## src/rtl/ram_port_ctrl.sv

```systemverilog
// ram_port_ctrl: processor port decoder driving the two-bank RAM selector with
// write strobes and a prefetch engine for reads of the data port.
module ram_port_ctrl #(
    parameter logic [7:0] BASE_PORT = 8'h10
) (
    input  logic       clk,
    input  logic       reset_n,
    input  logic [7:0] port_id,
    input  logic [7:0] out_port,
    input  logic       write_strobe_in,
    input  logic       read_strobe_in,
    output logic [7:0] in_port,
    output logic [7:0] ram_addr,
    output logic [7:0] ram_wdata,
    output logic       ram_we,
    output logic       ram_re,
    output logic       ram_sel,
    input  logic [7:0] ram_rdata_1,
    input  logic [7:0] ram_rdata_2
);
    typedef enum logic [1:0] {FETCH, CAPTURE, VALID, WRITE} state_t;

    state_t     state, state_n;
    logic [7:0] addr, wbyte, rbuf, off;
    logic       bank, auto_inc, hit, wr, rd, wr_addr, wr_ctrl, wr_data, rd_valid, consume;

    assign off      = port_id - BASE_PORT;
    assign hit      = off < 8'd4;
    assign wr       = write_strobe_in && hit;
    assign rd       = read_strobe_in && !write_strobe_in && hit;
    assign wr_addr  = wr && off[1:0] == 2'd0;
    assign wr_ctrl  = wr && off[1:0] == 2'd1;
    assign wr_data  = wr && off[1:0] == 2'd2;
    assign rd_valid = state == VALID;
    assign consume  = rd && off[1:0] == 2'd2 && rd_valid;

    assign ram_addr  = addr;
    assign ram_wdata = wbyte;
    assign ram_sel   = bank;
    assign ram_we    = state == WRITE;
    assign ram_re    = state == FETCH && reset_n;

    // Next state: prefetch sequence, overridden by any invalidating strobe.
    always_comb begin
        state_n = state == FETCH ? CAPTURE : state == WRITE ? FETCH : VALID;
        if (wr_data)
            state_n = WRITE;
        else if (wr_addr || wr_ctrl || (consume && auto_inc))
            state_n = FETCH;
    end

    // Register file, state, and read buffer; capture only when not cancelled.
    always_ff @(posedge clk or negedge reset_n) begin
        if (!reset_n) begin
            state    <= FETCH;
            addr     <= 8'h00;
            bank     <= 1'b0;
            auto_inc <= 1'b1;
            rbuf     <= 8'h00;
            wbyte    <= 8'h00;
        end else begin
            state <= state_n;
            if (wr_addr)
                addr <= out_port;
            else if (auto_inc && (state == WRITE || consume))
                addr <= addr + 8'd1;
            if (wr_ctrl) begin
                bank     <= out_port[0];
                auto_inc <= out_port[1];
            end
            if (wr_data)
                wbyte <= out_port;
            if (state == CAPTURE && state_n == VALID)
                rbuf <= bank ? ram_rdata_2 : ram_rdata_1;
        end
    end

    // Read mux back to the processor, zero-latency from port_id.
    always_comb begin
        in_port = !hit              ? 8'h00 :
                  off[1:0] == 2'd0  ? addr :
                  off[1:0] == 2'd1  ? {6'b0, auto_inc, bank} :
                  off[1:0] == 2'd2  ? rbuf :
                                      {5'b0, state == WRITE, bank, rd_valid};
    end
endmodule

```

## config.mk

```make
export PLATFORM = sky130hd
export DESIGN_NAME = ram_port_ctrl
export DESIGN_NICKNAME = d
export VERILOG_FILES = /design/src/rtl/ram_port_ctrl.sv
export SDC_FILE = /design/constraint.sdc
export NUM_CORES = 1
export LEC_CHECK = 0
export ABC_CLOCK_PERIOD_IN_PS = 2800
export CORE_ASPECT_RATIO = 1.75
export CORE_MARGIN = 1
export CORE_UTILIZATION = 44
export DETAILED_ROUTE_END_ITERATION = 10
export PLACE_DENSITY = 0.9
export SLEW_MARGIN = 20
export SYNTH_ARGS = -nofsm -noshare
export SYNTH_HDL_FRONTEND = slang
export SYNTH_SLANG_ARGS = --single-unit
```

## constraint.sdc

```tcl
create_clock -name clk -period 2.8 [get_ports clk]
set_clock_uncertainty 0.1 [all_clocks]
set_input_delay 0.56 -clock clk [delete_from_list [all_inputs] [get_ports clk]]
set_output_delay 0.56 -clock clk [all_outputs]
set_load 0.005 [all_outputs]
```

* After elaboration in Yosys (flattened, before gate mapping)
Index checks and enable logic that the tools add are counted.
** Cells by class
- $add $sub $neg :: 2
- $mul :: 0
- Divide/modulo/power cells :: 0
- Order comparisons :: 1
- Equality and inequality tests :: 6
- Shift operators :: 0
- Mux-type cells :: 11
- Bitwise operators :: 0
- Reduce and logical (&&, ||, !) cells :: 19
** Operators by type and width (number)
- two-way mux 8 bit :: 7
- logical AND 1 bit :: 12
- adder 8 x 1 -> 8 bit (second input constant) :: 1
- == test 2 bit (second input constant) :: 4
- < comparator 8 x 3 -> 1 bit (second input constant) :: 1
- two-way mux 2 bit :: 4
- subtractor 8 x 5 -> 8 bit (second input constant) :: 1
- == test 2 x 1 -> 1 bit (second input constant) :: 2
- logical NOT 2 bit :: 2
- logical OR 1 bit :: 3
- nonzero test 2 bit :: 1
- logical NOT 1 bit :: 1
** Storage, ports and cells
- Register bits :: 28
- Bits in latches :: 0
- RAM bits :: 0
- ROM bits :: 0
- Bits of input ports :: 36
- Word-level logic and storage cells :: 45
- Memories :: 0

* Depth between registers and ports, before layout
Gate-level depths: netlist of run 1.
- Depth in word-level cells :: 11
- Depth in mapped cells :: 7

* Worst setup path after synthesis of run 1
No wires, ideal clock.
- Path type :: in2reg
- Start point :: in port_id[0]
- End point :: reg rbuf[0]
- Setup time :: 125 ps
- Data arrival time :: 1998 ps
- Required time :: 2575 ps
- Slack :: 577 ps
- Stages :: 7
- Buffers on the path :: 2
- Path through :: buf_2 nor3_1 and4_1 buf_4 a211o_4 nor2_8 mux2_4
** Between the ends
- Cells in the longest elaborated chain, start to end :: 11
** Ends and longest elaborated chain
- start, declared :: line 8 : input logic [7:0] port_id,
- subtractor 8 x 5 -> 8 bit * :: line 27 : assign off = port_id - BASE_PORT;
- < comparator 8 x 3 -> 1 bit :: line 28 : assign hit = off < 8'd4;
- logical AND 1 bit :: line 30 : assign rd = read_strobe_in && !write_strobe_in && hit;
- logical AND 1 bit (2 in a row) :: line 35 : assign consume = rd && off[1:0] == 2'd2 && rd_valid;
- logical AND 1 bit :: line 48 : else if (wr_addr || wr_ctrl || (consume && auto_inc))
- logical OR 1 bit :: line 48
- two-way mux 2 bit :: line 48
- two-way mux 2 bit * :: line 46 : if (wr_data)
- via state_n[0] :: line 23 : state_t state, state_n;
- == test 2 bit * :: line 73 : if (state == CAPTURE && state_n == VALID)
- logical AND 1 bit * :: line 73
- end signal, assigned :: line 74 : rbuf <= bank ? ram_rdata_2 : ram_rdata_1;
- end, declared :: line 24 : logic [7:0] addr, wbyte, rbuf, off;
Mark *: on every way through the listed nets, which the timed path passes. The rest lies on a longest branch.
A chain may end at the register's enable or synchronous reset.

* Worst setup path in the final report of run 1
- Start point :: reg state[0]
- End point :: out in_port[0]
** Between the ends
- Cells in the longest elaborated chain, start to end :: 5
** Ends and longest elaborated chain
- start, declared :: line 23
- start signal, assigned :: line 62 : state <= state_n;
- == test 2 bit :: line 34 : assign rd_valid = state == VALID;
- two-way mux 8 bit :: line 83 : off[1:0] == 2'd2 ? rbuf :
- two-way mux 8 bit :: line 82 : off[1:0] == 2'd1 ? {6'b0, auto_inc, bank} :
- two-way mux 8 bit :: line 81 : off[1:0] == 2'd0 ? addr :
- two-way mux 8 bit :: line 80 : in_port = !hit ? 8'h00 :
- end, declared :: line 12 : output logic [7:0] in_port,
Every way passes these cells.

==> results.md, run 1 <==
- The share of synthesized area in the top cell type comes to 0.396.
- Setup violations remaining at the end of the flow were counted as 0.
- The clock-pin slew on the worst setup and hold paths is roughly 90 ps.
- The estimated wirelength of the detail-placed design is 3430 microns.
- The sequential power share is 0.405.
- The floorplan die height is 84.4 microns.
- The total DRC errors in the routed layout is 0.
- Sorting the synthesized cells by area gives the leading types as dfrtp_1, mux2_2, mux2_4.
- Prior to clock tree synthesis, the placed netlist has a worst setup slack of -112 ps.
- STA puts the critical path data arrival time at between 2000 and 2500 ps.
- The commonest non-fill, non-tap cell in the layout is clkdlybuf4s50_1.
- The die covers between 4000 and 5000 sq um.
- The final instance count without filler cells is ~280.
- The proportion of power drawn by combinational gates is 0.384.
- The post-synthesis cell count is around 150.
- The CTS tree is yes.
- The remaining antenna violation count after routing is 0.
- The final critical-path share of the clock period is 0.975.
- The maximum level of the CTS H-tree is 1.
- Relative to the synthesized area, the layout overhead comes to 51.0%.
- Synthesis instantiated 32 different standard cells from the library.
- The synthesized area divided by synthesized cell count is roughly 11 sq um.
- Routability-driven placement finished with a final weighted congestion of a little under 1.
- In this run, the number of DRC markers left after iteration 0 of detailed routing was 46.
- The die is just under 50 microns wide.
- The maximum clock insertion buffer count is 2.
- The number of primary I/O pins is 63.
- The most common flop cell mapped by yosys is dfrtp_1.
- The first global-routing pass estimated slightly above 7000 microns of wire.
- Of the total power, the share spent switching nets is 0.296.
- The synthesized netlist occupies a cell area of between 1500 and 2000 sq um.
- The number of vias per cell is roughly 5.5.
- The final hold violation count is 0.
- The register bit total from synthesis is 28.
- The total nets after synthesis is between 150 and 200.
- The clock period minus worst slack is around 2700 ps.
- Of the synthesized area, sequential elements account for 0.411.
- The routed layout has approximately 1500 vias.
- For the pin with the worst max-slew slack, the measured transition is between 400 and 500 ps.
- The cell sitting at the root of the clock tree is a clkbuf_8.
- The flow ran to the end, and the final reports show no timing, DRC or antenna violations.
- TritonCTS created 3 clock buffers.
- Summed over all nets, the switching power comes to 0.439 mW.
- For the worst setup path, the data required time is 2140 ps.
- In the final design database the tool counted between 200 and 300 nets.
- The path class of the lowest-slack min-delay path is reg2reg.
- The number of global-route vias before repair is 1518.
- At the later pin of the worst-skew pair, clock insertion delay measures roughly 270 ps.
- The post-route core utilization is 0.703.
- Setup repair after global routing left no endpoint under its margin.
- The final layout contains routed wiring with a total length of roughly 4500 microns.
- The worst pin sits at a relative slew slack of 0.679.
- In the final timing run, aggregate negative setup slack is 0 ps.
- The initial cell density of the core is 0.466.
- The highest attainable clock frequency is between 0.3 and 0.4 GHz.
- The number of detailed-routing iterations run before antenna repair is 4.
- The number of pins exceeding their max-slew limit in the final report is 0.
- The floorplan has 29 rows.
- The number of cells on the worst hold path is 1.
- The core area is around 3700 sq um.
- Internal power comes to between 1 and 1.5 mW.
- The critical path class is reg2out.
- Entering global routing, the biggest net connects 29 pins.
- The count of input and output buffers is 62.
- Yosys printed 0 warnings.
- The number of enable flip-flop cells after synthesis is 0.
- The worst setup path is captured at a primary output.
- The depth of the most critical reg-to-reg path is 7.
- The post-synthesis cell type with the largest combined area is dfrtp_1.
- The overall overflow remaining after global route is 0.
- The type of element launching the critical path is a flop.
- The total instance count after detailed placement is between 200 and 300.
- The number of sinks on the clock net is 28.
- In the final layout, the share of cells above drive strength 1 is 0.258.
- In this run the static leakage power is between 1 and 1.5 nW.
- The top cell types in the final layout, fill and taps aside, are clkdlybuf4s50_1, dfrtp_1, mux2_2, a21oi_1, buf_4.
- Setup slack closes at 71.2 ps.
- The proportion of register bits with asynchronous set or reset after synthesis is 1.00.
- The maximum VDD drop is about 0.00058 V.
- The share of total power dissipated in the clock network is 0.212.
- The total inserted antenna cells is 0.
- Max-cap violations in this run came to 0.
- The initial antenna violation count is 0.
- In the global route stage, overall resource usage came out at 0.223.
- The average wire per standard cell is around 16 microns.
- The power density normalized to cell area is between 500 and 600 nW/um^2.
- The highest net fanout along the worst path is 3.
-- final cells by class --
class | count | area [sq um]
Clock buffer | 3 | 41.3
Clock inverter | 1 | 30.0
Fill cell | 280 | 1090
Inverter | 4 | 15.0
Multi-Input combinational cell | 116 | 987
Sequential cell | 28 | 702
Tap cell | 46 | 57.6
Timing Repair Buffer | 77 | 743
-- what timing repair did --
item | CTS | global route
gates resized for setup | 9 | 9
setup endpoints to repair | 8 | 7
buffers inserted | 4 | 2
hold buffers | 0 | 0
pin swaps | 4 | 1
cloned | 0 | 0
-- worst paths after layout --
check / from / end / slack [ps]
worst max-delay path: state[0]$_DFF_PN0_ / in_port[0] / 70
worst min-delay path: ram_wdata[6]$_DFFE_PN0P_ / ram_wdata[6]$_DFFE_PN0P_ / 410
worst max register to register: state[0]$_DFF_PN0_ / rbuf[6]$_DFFE_PN0P_ / 640
worst min register to register: ram_wdata[6]$_DFFE_PN0P_ / ram_wdata[6]$_DFFE_PN0P_ / 410
max in group asynchronous: reset_n / auto_inc$_DFFE_PN1P_ / 1710
min in group asynchronous: reset_n / state[1]$_DFF_PN0_ / 590
-- power by group through the flow --
stage	clock network (mW)	registers, mW	logic [mW]
after detailed placement	0	0.608	0.556
after global placement	0	0.599	0.550
after global routing	0.338	0.611	0.620
final	0.314	0.600	0.569
after floorplan	0	0.572	0.358
after CTS	0.325	0.600	0.565
-- Yosys cell counts (2+ instances only) --
| library cell | number |
|---|---|
| mux4_2 | 2 |
| mux2i_1 | 7 |
| dfrtp_1 | 27 |
| buf_2 | 2 |
| nand3_1 | 3 |
| inv_1 | 4 |
| nor2_1 | 17 |
| and3_1 | 4 |
| nand2_1 | 7 |
| xnor2_1 | 6 |
| ha_1 | 5 |
| a21oi_1 | 14 |
| mux2_2 | 18 |
| clkbuf_1 | 2 |
| o21ai_0 | 2 |
| nand4_1 | 7 |
| and2_1 | 3 |
| a21boi_0 | 2 |
| mux2_4 | 8 |
-- state kept, by name, indices dropped and copies added, names as in the netlist --
name,cells
auto_inc,1
ram_sel,1
ram_addr,8
state,2
ram_wdata,8
rbuf,8
-- layer usage --
metal  global-route usage  vias to the layer above  wire length [microns]
li1                     -                      698                      -
met1                0.233                      724                   1630
met2                0.435                       72                   2510
met3               0.0145                       12                    201
met4               0.0989                        0                    142
met5                    0                        -                      0
-- stage by stage --
stage | area [sq um] | hold slack (ps) | total power, mW
floorplan | 1710 | 164 | 0.930
global placement | 2430 | 393 | 1.15
detailed placement | 2430 | 396 | 1.16
CTS | 2530 | 419 | 1.49
global route | 2580 | 437 | 1.57
finish | 2580 | 414 | 1.48
-- critical path, stage by stage, from the launching register on --
cell,delay (ps)
dfrtp_1,420
inv_1,80
ha_1,210
mux4_2,470
and3_1,200
clkdlybuf4s50_1,430
-- logic make-up after synthesis --
family	share of synthesized area
xor+xnor	0.0308
simple gates	0.161
buf+inv	0.0235
compound gates	0.0799
mux	0.257
flops	0.411
fa+ha+maj	0.0367
Note: power is estimated with default switching activity, not from simulation.
==> inputs of run 2 (changes only) <==
Settings changed: MAX_ROUTING_LAYER from default to met4, SETUP_SLACK_MARGIN from default to 0.4.
==> results.md, run 2 (synthesized netlist as in run 1, its figures left out) <==
- The overall overflow remaining after global route is 0.
- The source-to-sink clock delay at the later pin of the worst-skew pair is 280 ps.
- For this run, the total global-route usage over all layers was measured as 0.240.
- In this run the cell area measured after placement is roughly 2400 sq um.
- The dominant cell type by count on the critical path is buf_4.
- The cts-stage hold buffer count is 0.
- The number of cells on the worst hold path is 1.
- The power density normalized to cell area is approximately 580 nW/um^2.
- The commonest non-fill, non-tap cell in the layout is clkdlybuf4s50_1.
- The final hold violation count came to 0.
- The transition at the pin with the smallest max-transition slack is approximately 480 ps.
- The highest attainable clock frequency is around 0.42 GHz.
- The number of placement rows is 29.
- Clock-pin slew was measured on the worst setup and hold paths at 90 ps.
- The library cell used as clock root buffer is clkbuf_8.
- Summing all multi-input logic gate instances after layout gives roughly 990 sq um.
- The post-route core utilization is 0.702.
- The final layout contains ~280 nets.
- The cell with the biggest individual delay on the critical path is a211o_4.
- The number of pins exceeding their max-slew limit in the final report was 0.
- For this run, the detailed router's first-pass iteration total came to 4.
- Clock tree synthesis found a total of 28 sinks.
- The congestion estimate from routability-driven global placement came to 0.962.
- The required time of the critical path is ~2900 ps.
- The analysis attributes to cell leakage a power of between 1 and 1.5 nW.
- Registers take 702 sq um.
- The overall die width is between 40 and 50 microns.
- The number of global-route vias before repair is approximately 1600.
- Counting the fill cells in the layout gives around 290.
- The maximum clock insertion buffer count is 2.
- Setup violations remaining at the end of the flow were counted as 0.
- The die covers around 4100 sq um.
- The endpoint with the worst hold slack is ram_wdata[4]$_DFFE_PN0P_.
- In this run the register-to-register setup slack is around 640 ps.
- The worst setup path is captured at a flop.
- For the worst flop-to-flop path, the logic depth is 7.
- After floorplanning, the core was sized to cover approximately 3700 sq um.
- The worst hold slack is approximately 420 ps.
- Setup repair after global routing could not meet its margin everywhere.
- The library cells used most frequently in the layout, excluding fill and tap cells, are clkdlybuf4s50_1, dfrtp_1, mux2_2, buf_4, nor2_1.
- The number of primary I/O pins is 63.
- The total DRC errors in the routed layout is 0.
- The number of violations of the max-capacitance limit is 0.
- The floorplan die height is between 80 and 90 microns.
- The startpoint of the worst register-to-register path is state[0]$_DFF_PN0_.
- The clock period minus worst slack is approximately 2400 ps.
- The worst setup path is of the in2reg kind.
- The relative slew slack is 0.677.
- The count of input and output buffers is 62.
- The data arrival time of the critical path is approximately 2400 ps.
- The pin count of the biggest net entering global routing is 29.
- TritonCTS built the clock tree.
- The area growth from synthesis to layout is 50.8%.
- The number of buffer and inverter instances along the worst setup path is 4.
- The peak per-stage delay on the critical path is 360 ps.
- The total inserted antenna cells is 0.
- The initial utilization of the core area, before any placement, comes to 0.466.
- Of all nets on the critical path, the largest fanout is 8.
- The first-pass GRT wire length is 7330 microns.
- The routed wire length is roughly 4500 microns.
- The path class of the lowest-slack min-delay path is reg2reg.
- CTS built an H-tree with a depth of 1.
- The detailed router finished its first iteration with 29 violations.
- The maximum VDD drop is between 0.0004 and 0.0005 V.
- The initial antenna violation count is 0.
- In the final routed layout, each cell accounts on average for about 16 microns.
- In this run, CTS created clock tree buffers numbering 3.
- The number of vias per cell is around 5.4.
- The routed layout has roughly 1500 vias.
- STA classifies the critical path startpoint as an input port.
- The critical path goes through clkdlybuf4s15_1, nor4b_4, buf_4, buf_4, nand2_2, buf_6, a211o_4, nor2_8, mux2_4.
- The worst reg2reg path endpoint is rbuf[6]$_DFFE_PN0P_.
- The run finished with clean final reports.
- The share of cells above drive strength 1 is 0.325.
- The post-layout instance area is 2570 sq um.
- The startpoint identified for the worst hold timing path is ram_wdata[4]$_DFFE_PN0P_.
- The final critical-path share of the clock period is 0.845.
- The estimated wirelength of the detail-placed design is around 3400 microns.
- The remaining antenna violation count after routing is 0.
- The dominant delay contributor by cell family on the critical path is buffers and inverters.
-- run 2: layer usage --
layer | vias up | routed length (microns) | GRT usage
met5 | - | 0 | -
met4 | 0 | 172 | 0.139
met3 | 15 | 168 | 0.0290
met2 | 60 | 2520 | 0.417
met1 | 713 | 1610 | 0.253
li1 | 717 | - | -
-- run 2: what timing repair did --
item / in CTS / in global routing
pin swaps: 10 / 5
resized for setup: 45 / 9
buffers inserted: 7 / 3
endpoints found under the setup margin: 16 / 10
-- run 2: area by class of cell --
type	count	area share
Clock inverter	1	0.0117
Tap cell	46	0.0224
Timing Repair Buffer	82	0.288
Inverter	4	0.00583
Clock buffer	3	0.0160
Multi-Input combinational cell	116	0.384
Sequential cell	28	0.273
-- run 2: worst max-delay path by stage --
stage	endpoint	startpoint	cells after the start	slack [ps]
2_1_floorplan	rbuf[0]$_DFFE_PN0P_	port_id[0]	7	580
3_3_place_gp	in_port[2]	port_id[6]	6	-160
3_5_place_dp	in_port[2]	port_id[6]	6	-170
4_1_cts	in_port[0]	state[0]$_DFF_PN0_	5	400
5_1_grt	in_port[0]	state[0]$_DFF_PN0_	5	370
6_report	rbuf[6]$_DFFE_PN0P_	port_id[6]	9	430
-- run 2: power by group --
group | switching [mW] | internal [mW] | total, mW
Sequential | 0.0930 | 0.504 | 0.597
Combinational | 0.225 | 0.356 | 0.581
Clock | 0.128 | 0.192 | 0.319
Total | 0.446 | 1.05 | 1.50
-- run 2: through the flow --
step                      total power, mW  std cells  setup TNS (ps)  setup slack, ps
after floorplan                     0.930        153               0              577
after global placement               1.15        266           -1540             -158
after detailed placement             1.17        266           -1700             -166
after CTS                            1.50        277               0              400
after global routing                 1.59        280               0              373
final                                1.50        280               0              433
==> inputs of run 3 (changes only) <==
Settings changed: ABC_CLOCK_PERIOD_IN_PS 2800 to 2300.
Clock period 2.8 ns to 2.3 ns, I/O delays scaled along.
==> results.md, run 3 (synthesized netlist as in run 1, its figures left out) <==
- The run finished with clean final reports.
- After layout, the minimum clock period comes to 2210 ps.
- At the end of routability-driven placement, the weighted congestion stood at 0.962.
- Summing all flip-flop and latch instances after layout gives around 700 sq um.
- The die is roughly 84 microns tall.
- Row generation in the floorplan step produced 29 rows.
- The number of global-route vias before repair came to roughly 1800.
- The relative slew slack is 0.702.
- The estimated wirelength of the detail-placed design is about 3700 microns.
- The library cell used most frequently in the layout, excluding fill and tap cells, is clkdlybuf4s50_1.
- For this run, the slowest stage of the critical path takes 410 ps.
- The final setup TNS is 0 ps.
- The type of element launching the critical path is a flop.
- The depth of the most critical reg-to-reg path is 7.
- The kind of capture point of the worst setup path is a primary output.
- The average wire per standard cell is around 20 microns.
- The tree is rooted in a clkbuf_8.
- The endpoint identified for the worst register-to-register timing path is rbuf[6]$_DFFE_PN0P_.
- The area occupied by multi-input gates is 1170 sq um.
- The path class of the lowest-slack min-delay path is in2async.
- The maximum clock insertion buffer count is 2.
- The clock-pin slew on the worst setup and hold paths is 100 ps.
- Max-cap violations in this run came to 0.
- The share of total power dissipated in combinational logic is 0.473.
- For this run, the top clock speed supported by timing is around 0.45 GHz.
- In this run, CTS created clock tree buffers numbering 3.
- Summed over all layers, the global routing overflow is 0.
- The analysis attributes to cell leakage a power of between 1 and 1.5 nW.
- Of the available clock period, the critical path in the final layout requires 0.962.
- STA puts the critical path data arrival time at between 1500 and 2000 ps.
- The total setup violations reported at the end of the flow is 0.
- The total inserted antenna cells is 0.
- The die covers 4140 sq um.
- The critical path in this run is classified as reg2out.
- The pin count of the biggest net entering global routing is 29.
- The total DRC errors in the routed layout is 0.
- The combined global-route utilization of all metal layers is 0.276.
- The first-pass GRT wire length is 8390 microns.
- The tightest hold path in the finished design has a slack of between 300 and 400 ps.
- For this block, the initial DRC count from the detailed router was 43.
- The first detailed-routing pass ran for 4 iterations.
- The initial antenna violation count is 0.
- Dividing total power by cell area gives a power density of a little over 700 nW/um^2.
- The finished cells cover between 2000 and 3000 sq um.
- TritonCTS built the clock tree.
- The worst register-to-register path begins at state[0]$_DFF_PN0_.
- Compared with the post-synthesis result, the final layout area differs by 71.6%.
- The net switching power figure is ~0.7 mW.
- The share of total power dissipated in the clock network is 0.187.
- For the worst-skew pair, the clock arrives at the later sink with an insertion delay of between 200 and 300 ps.
- The required time of the critical path is 1740 ps.
- Port buffering added 62 buffers.
- The initial utilization of the core area, before any placement, comes to 0.466.
- In this run the number of H-tree levels came out at 1.
- The final hold violation count was 0.
- The share of total power dissipated in sequential elements is 0.341.
- The worst setup slack for register-to-register paths is about 180 ps.
- The routed wire length is roughly 6000 microns.
- The highest net fanout along the worst path is 2.
- In this run the cell area measured after placement is between 2000 and 3000 sq um.
- The signal on the critical path passes through buf_6, buf_6, ha_4, mux2i_1, nor2_1, a21oi_2, nor2_1, buf_2.
- For the pin with the worst max-slew slack, the measured transition is around 450 ps.
- The cell with the biggest individual delay on the critical path is dfrtp_1.
- The overall die width is 49.1 microns.
- Detailed routing inserted a total of 1721 vias.
- Using the TritonRoute via totals, the vias-per-cell ratio works out to approximately 5.8.
- The count of nets left with antenna violations once routing finished came out at 0.
- The switching power share of the total is 0.324.
- After floorplanning, the core was sized to cover between 3000 and 4000 sq um.
- The clock net in this run drives a total of 28 sinks.
- In the final layout, the share of cells above drive strength 1 is 0.464.
- The number of pins exceeding their max-slew limit in the final report is 0.
- Leaving out fill and tap cells, the most frequent cells in the layout are clkdlybuf4s50_1, dfrtp_1, buf_6, buf_4, mux2_4.
- After the last flow step, the layout net total stands at 292.
- The layout has 190 filler cells.
- Pin placement for this block handled between 60 and 70 I/O pins.
- The maximum VDD drop is between 0.0006 and 0.0007 V.
- The internal power summed over all cells is roughly 1.4 mW.
- Setup repair after global routing could not meet its margin everywhere.
run 3: cell types whose count changed in the layout (fill, tap and decap cells not counted), moves of 4 or more:
cell             previous run  this run
a21oi_1                    14         8
buf_2                       6        10
buf_6                       3        19
clkdlybuf4s50_1            45        41
mux2_2                     18        10
mux2_4                      8        16
nor2_1                     16        11
run 3: routing by layer:
| layer | share of wire | vias up | routed length (microns) | track usage |
|---|---|---|---|---|
| met5 | 0 | - | 0 | - |
| met4 | 0.070 | 0 | 419 | 0.187 |
| met3 | 0.042 | 32 | 251 | 0.0308 |
| met2 | 0.53 | 83 | 3190 | 0.488 |
| met1 | 0.35 | 857 | 2120 | 0.275 |
| li1 | - | 749 | - | - |
run 3: worst max-delay path by stage:
stage	to	cells past startpoint	start	slack [ps]
6_report	in_port[2]	8	state[0]$_DFF_PN0_	90
5_1_grt	in_port[2]	8	state[0]$_DFF_PN0_	50
4_1_cts	ram_re	4	state[1]$_DFF_PN0_	130
3_5_place_dp	in_port[0]	4	port_id[0]	-410
3_3_place_gp	in_port[0]	4	port_id[0]	-400
2_1_floorplan	rbuf[0]$_DFFE_PN0P_	5	port_id[7]	220
run 3: timing repair:
item,CTS,global route
resized for setup,98,40
pin swaps,19,20
setup buffers,11,5
setup endpoints to repair,38,36
hold buffers,0,0
run 3: through the flow:
stage	utilization	power [mW]	instances	worst slack, ps
detailed placement	0.685	1.47	276	-413
global placement	0.685	1.45	276	-402
CTS	0.746	1.97	291	130
floorplan	-	1.14	153	220
finish	0.799	2.12	296	86.7
global route	0.799	2.23	296	46.9
run 3: area by class of cell:
class                           count  share of cell area
Clock inverter                      1              0.0103
Timing Repair Buffer               98               0.312
Sequential cell                    28               0.240
Inverter                            4             0.00513
Multi-Input combinational cell    116               0.398
Clock buffer                        3              0.0141
Tap cell                           46              0.0197
run 3: power by group through the flow:
stage | combinational, mW | sequential, mW | clock, mW
3_5_place_dp | 0.759 | 0.716 | 0
4_1_cts | 0.867 | 0.710 | 0.392
6_report | 1.00 | 0.723 | 0.396
5_1_grt | 1.07 | 0.731 | 0.423
3_3_place_gp | 0.736 | 0.712 | 0
2_1_floorplan | 0.440 | 0.696 | 0
run 3: worst max-delay path, delay by kind of cell (launching register included):
family          cells  cell delay (ps)
fa+ha+maj           1              160
flops               1              410
simple gates        2              130
buf+inv             3              350
mux                 1              140
compound gates      1              170
